==> src/rtl/uart_frame_pkg.sv <==
// uart_frame_pkg: frame constants and TX state encoding shared by the UART command-link transmitter and decoder.
package uart_frame_pkg;
  localparam logic [7:0] FRAME_HDR0 = 8'hEB;
  localparam logic [7:0] FRAME_HDR1 = 8'h9C;
  localparam int PAYLOAD_BYTES = 8;
  localparam logic [31:0] ADDR_DELAY_TAB = 32'h0200_2000;
  typedef enum logic [2:0] {ST_IDLE, ST_HDR0, ST_HDR1, ST_PAY, ST_SUM, ST_GAP} tx_state_t;
  function automatic logic [7:0] payload_byte(input logic [63:0] w, input logic [2:0] k);
    return w[{k, 3'b000} +: 8];
  endfunction
endpackage

==> src/rtl/uart_cmd_fifo.sv <==
// uart_cmd_fifo: synchronous command FIFO with registered occupancy count and full/empty flags.
module uart_cmd_fifo #(
  parameter int DEPTH = 4,
  parameter int W = 64
) (
  input  logic         clk,
  input  logic         rst_n,
  input  logic         push,
  input  logic [W-1:0] din,
  input  logic         pop,
  output logic [W-1:0] dout,
  output logic         full,
  output logic         empty
);
  localparam int AW = $clog2(DEPTH);
  logic [W-1:0] mem [DEPTH];
  logic [AW-1:0] wp, rp;
  logic [AW:0] cnt;
  logic wr, rd;
  assign full = cnt == (AW+1)'(DEPTH);
  assign empty = cnt == '0;
  assign wr = push & !full;
  assign rd = pop & !empty;
  assign dout = mem[rp];
  always_ff @(posedge clk or negedge rst_n)
    if (!rst_n) begin
      wp <= '0;
      rp <= '0;
      cnt <= '0;
    end else begin
      wp <= wp + AW'(wr);
      rp <= rp + AW'(rd);
      cnt <= cnt + (AW+1)'(wr) - (AW+1)'(rd);
    end
  always_ff @(posedge clk)
    if (wr) mem[wp] <= din;
endmodule

==> src/rtl/uart_frame_tx.sv <==
// uart_frame_tx: queues delay-write commands and serialises each as EB 9C, 8 little-endian payload bytes, optional checksum.
module uart_frame_tx
  import uart_frame_pkg::*;
#(
  parameter int FIFO_DEPTH = 4,
  parameter int GAP_CYCLES = 2,
  parameter bit APPEND_SUM = 1'b0
) (
  input  logic        clk,
  input  logic        rst_n,
  input  logic        I_CMD_VALID,
  output logic        O_CMD_READY,
  input  logic [31:0] I_CMD_ADDR,
  input  logic [3:0]  I_CMD_AWG_ID,
  input  logic [3:0]  I_CMD_PORT_ID,
  input  logic [23:0] I_CMD_DELAY,
  output logic [7:0]  frame_data_out,
  output logic        frame_data_ena,
  input  logic        I_BYTE_READY,
  output logic        O_BUSY,
  output logic        O_FRAME_DONE
);
  localparam int GW = GAP_CYCLES > 1 ? $clog2(GAP_CYCLES) : 1;
  localparam logic [2:0] LAST = 3'(PAYLOAD_BYTES - 1);
  tx_state_t state, state_d;
  logic [63:0] fifo_dout, shadow;
  logic fifo_full, fifo_empty, push, pop, xfer, gap_last, rdy_en, ena_d;
  logic [2:0] idx, idx_d;
  logic [7:0] sum, sum_d, data_d;
  logic [GW-1:0] gap_cnt, gap_d;
  assign O_CMD_READY = rdy_en & !fifo_full;
  assign push = I_CMD_VALID & O_CMD_READY;
  assign xfer = frame_data_ena & I_BYTE_READY;
  assign gap_last = gap_cnt == GW'(GAP_CYCLES - 1);
  // the next command is fetched on the gap's final cycle so back-to-back frames are spaced by exactly GAP_CYCLES
  assign pop = !fifo_empty & (state == ST_IDLE | (state == ST_GAP & gap_last));
  assign O_BUSY = state != ST_IDLE;
  assign O_FRAME_DONE = xfer & (APPEND_SUM ? state == ST_SUM : (state == ST_PAY && idx == LAST));
  uart_cmd_fifo #(.DEPTH(FIFO_DEPTH), .W(64)) u_fifo (
    .clk(clk),
    .rst_n(rst_n),
    .push(push),
    .din({I_CMD_ADDR, I_CMD_AWG_ID, I_CMD_PORT_ID, I_CMD_DELAY}),
    .pop(pop),
    .dout(fifo_dout),
    .full(fifo_full),
    .empty(fifo_empty)
  );
  // outputs are computed for the next state so the byte register only moves on a transfer
  always_comb begin
    state_d = state;
    idx_d = idx;
    sum_d = xfer ? sum + frame_data_out : sum;
    data_d = frame_data_out;
    ena_d = frame_data_ena;
    gap_d = gap_cnt;
    if (pop) begin
      state_d = ST_HDR0;
      ena_d = 1'b1;
      data_d = FRAME_HDR0;
      sum_d = '0;
      idx_d = '0;
      gap_d = '0;
    end else begin
      case (state)
        ST_GAP: begin
          gap_d = gap_last ? '0 : gap_cnt + GW'(1);
          state_d = gap_last ? ST_IDLE : ST_GAP;
        end
        ST_HDR0: if (xfer) begin
          state_d = ST_HDR1;
          data_d = FRAME_HDR1;
        end
        ST_HDR1: if (xfer) begin
          state_d = ST_PAY;
          data_d = payload_byte(shadow, 3'd0);
        end
        ST_PAY: if (xfer) begin
          idx_d = idx + 3'd1;
          state_d = idx != LAST ? ST_PAY : APPEND_SUM ? ST_SUM : ST_GAP;
          ena_d = idx != LAST || APPEND_SUM;
          data_d = idx != LAST ? payload_byte(shadow, idx + 3'd1) : APPEND_SUM ? 8'd0 - sum_d : 8'd0;
        end
        ST_SUM: if (xfer) begin
          state_d = ST_GAP;
          ena_d = 1'b0;
          data_d = '0;
        end
        default: ;
      endcase
    end
  end
  always_ff @(posedge clk or negedge rst_n)
    if (!rst_n) begin
      state <= ST_IDLE;
      idx <= '0;
      sum <= '0;
      gap_cnt <= '0;
      frame_data_out <= '0;
      frame_data_ena <= 1'b0;
      shadow <= '0;
      rdy_en <= 1'b0;
    end else begin
      state <= state_d;
      idx <= idx_d;
      sum <= sum_d;
      gap_cnt <= gap_d;
      frame_data_out <= data_d;
      frame_data_ena <= ena_d;
      shadow <= pop ? fifo_dout : shadow;
      rdy_en <= 1'b1;
    end
endmodule
==> config.mk <==
export PLATFORM = sky130hd
export DESIGN_NAME = uart_frame_tx
export DESIGN_NICKNAME = d
export VERILOG_FILES = /design/src/rtl/uart_frame_pkg.sv /design/src/rtl/uart_cmd_fifo.sv /design/src/rtl/uart_frame_tx.sv
export SDC_FILE = /design/constraint.sdc
export NUM_CORES = 1
export LEC_CHECK = 0
export CORE_MARGIN = 4
export CORE_UTILIZATION = 59
export CTS_BUF_LIST = sky130_fd_sc_hd__clkbuf_16
export DETAILED_ROUTE_END_ITERATION = 8
export GPL_ROUTABILITY_DRIVEN = 1
export PLACE_DENSITY = 0.85
export SETUP_SLACK_MARGIN = 0.5
export SKIP_LAST_GASP = 1
export SYNTH_ARGS = -nofsm -noshare
export SYNTH_HDL_FRONTEND = slang
export SYNTH_SLANG_ARGS = --single-unit
==> constraint.sdc <==
create_clock -name clk -period 6.8 [get_ports clk]
set_clock_uncertainty 0.05 [all_clocks]
set_input_delay 1.36 -clock clk [delete_from_list [all_inputs] [get_ports clk]]
set_output_delay 1.36 -clock clk [all_outputs]
set_load 0.02 [all_outputs]
==> impl_metrics.toml <==
[finish]
diodes = 0
multi_input_area_sq_um = 3310
seqCellArea_sq_um = 9890
final_cell_area_sq_um = 15500
layout_commonest_cell = "edfxtp_1"
nFillCells = 1245
mostFrequentLayoutCells = "edfxtp_1, dfrtp_1, clkdlybuf4s50_1"
area_growth_pct = 16.6
nets = 816
drive_above_1_share_pct = 27.3

[logic_synthesis]
synth-seq-cells = 344
yosysTopAreaCell = "edfxtp_1"
seq_area_frac_synth_pct = 74.2
synthCells = 652
yosysWarnings = 0
synthTopCellsByArea = "edfxtp_1, dfrtp_1, mux4_2, mux2_2, mux2i_1"
syn-num-nets = 725
syn-cell-area_sq_um = 13300
synth_top_cell_area_share_pct = 57.6
synth_edf_count = 256
ys.flop_type = "edfxtp_1"
synth_cell_types = 41
postSynth.asyncResetShare_pct = 25.6
syn_area_per_cell_sq_um = 20.5

[sta]
tns_ns = 0
hold_slack_ns = 0.457
worst_pin_slew_ns = 1.03
fmax_mhz = 217
setup_viol = 0
finalCritPeriodShare_pct = 67.8
hold_viol = 0
slew_viol_final = 0
period_needed_ns = 4.61
slew_headroom_pct = 31.1
rsz0062_at_grt = "false"
fin_ws_ns = 2.19

[placed_design]
place.gp.congestion = 0.832
io_buffers = 79
placed_area_sq_um = 14400
post-place-ws_ns = 2.22
dp_hpwl_um = 16000

[run]
timing.max_cap.violations = 0

[critical_path]
critPathMaxFanout = 5
cp.required_ns = 5.39
cp-end-kind = "output port"
critPathKind = "in2out"
startpoint_type = "primary input"
cp.arrival_ns = 3.20

[floorplanning]
start_util_pct = 60.5
die_y_um = 158
rows = 54
die_w_um = 158
die_area_sq_um = 25100
io_pins = 80
core_sq_um = 22000

[clock_network]
cts_tree = "built"
cts_hold_buf = 0
clk_pin_slew_ns = 0.06
htreeDepth = 2
ctsResizeCount = 0
worstSkewPairLatency_ns = 0.51
postCtsSetupRepairBufs = 0
clock_sinks = 344
cts_buffers = 35
root_buffer = "clkbuf_16"
cts_buffer_depth = 3

[route]
routedWlPerCell_um = 25.7
via_per_inst = 6.32
dr_wl_met2_um = 13800
postRouteAntennaNets = 0
top_layer = "met5"
firstDrtPassIters = 5
dr_wl_met3_um = 1790
postRouteWirelength_um = 27000
dr.first_iter.drc_count = 529
wl_met1_um = 10800
vias = 6633
drcViolationCount = 0

[power_and_ir_drop]
total_power_uw = 4670
cellLeakagePower_uw = 0.00547
ir_worst_vdd_mv = 0.209
powerDensity_nw_per_um2 = 300

[grt]
grt.overflow.total = 0
track_usage_pct = 22.5
grt_antenna_before_repair = 2
grt_pass1_vias = 7035
grt_max_degree = 79
grt_pass1_wl_um = 41800

[worst_hold_path]
hold_class = "reg2reg"

[run_status]
status = "complete, no violations"
## kinds of logic after synthesis
family | count (synthesis) | synth area share, %
AOI/OAI and AO/OA | 36 | 1.69
xor gates and xnor gates | 6 | 0.394
adders and majority gates | 5 | 0.525
buffers and inverters | 37 | 1.29
DFF | 344 | 74.2
muxes | 158 | 19.2
other | 1 | 0.0281
and+or+nand+nor | 65 | 2.69
## path summary, 6_finish.rpt
check	to	start	depth (start not counted)	slack, ns
worst max-delay path	O_FRAME_DONE	I_BYTE_READY	5	2.19
worst min-delay path	shadow[15]	shadow[15]	1	0.46
worst max register to register	u_fifo.mem[3][10]	u_fifo.cnt[1]	6	3.91
worst min register to register	shadow[15]	shadow[15]	1	0.46
max in group asynchronous	u_fifo.rp[0]	rst_n	2	4.84
min in group asynchronous	frame_data_ena	rst_n	1	0.80
## layer usage
| layer | up-vias | global-route usage, % |
|---|---|---|
| met5 | - | 0 |
| met4 | 4 | 6.21 |
| met3 | 53 | 4.57 |
| met2 | 280 | 36.5 |
| met1 | 3491 | 32.0 |
| li1 | 2805 | - |
## synth_stat cells, types with 5 or more instances
library cell,n
nand3_1,6
a21oi_1,10
nor2b_1,9
clkbuf_1,11
o21ai_0,7
dfrtp_1,88
nor2_1,11
a22oi_1,5
nor3_1,9
mux2i_1,22
mux2_2,64
edfxtp_1,256
mux4_2,72
nand2_1,10
buf_2,20
## flip-flops by register name, summed over array words and instances (netlist names)
signal,flops
u_fifo.cnt,3
gap_cnt,1
u_fifo.rp,2
u_fifo.mem,256
u_fifo.wp,2
frame_data_ena,1
shadow,64
idx,3
state,3
frame_data_out,8
rdy_en,1
## final cells by class
type | count | area share, %
multi-input cells | 271 | 21.3
inverters | 3 | 0.0724
clock buffers | 37 | 5.95
flip-flops and latches | 344 | 63.6
well taps | 280 | 2.25
repair buffers | 88 | 5.50
clock inverters | 26 | 1.30
## power breakdown
part / internal, uW / switching, uW / leakage (uW)
Clock: 1100 / 761 / 0.000579
Sequential: 2460 / 62.1 / 0.00353
Combinational: 111 / 179 / 0.00137
Total: 3670 / 1000 / 0.00547
## through the flow
step	util, %	instances
5_1_grt	70.6	1049
4_1_cts	70.6	1049
6_report	70.6	1049
2_1_floorplan	-	652
3_5_place_dp	65.5	986
3_3_place_gp	65.5	986
## critical path, cell delays in order
cell and delay (ns):
clkdlybuf4s50_1 0.49, nand2_1 0.13, nor3_2 0.40, and2_1 0.22
clkdlybuf4s50_1 0.60
Power figures use the tool's default switching activity.
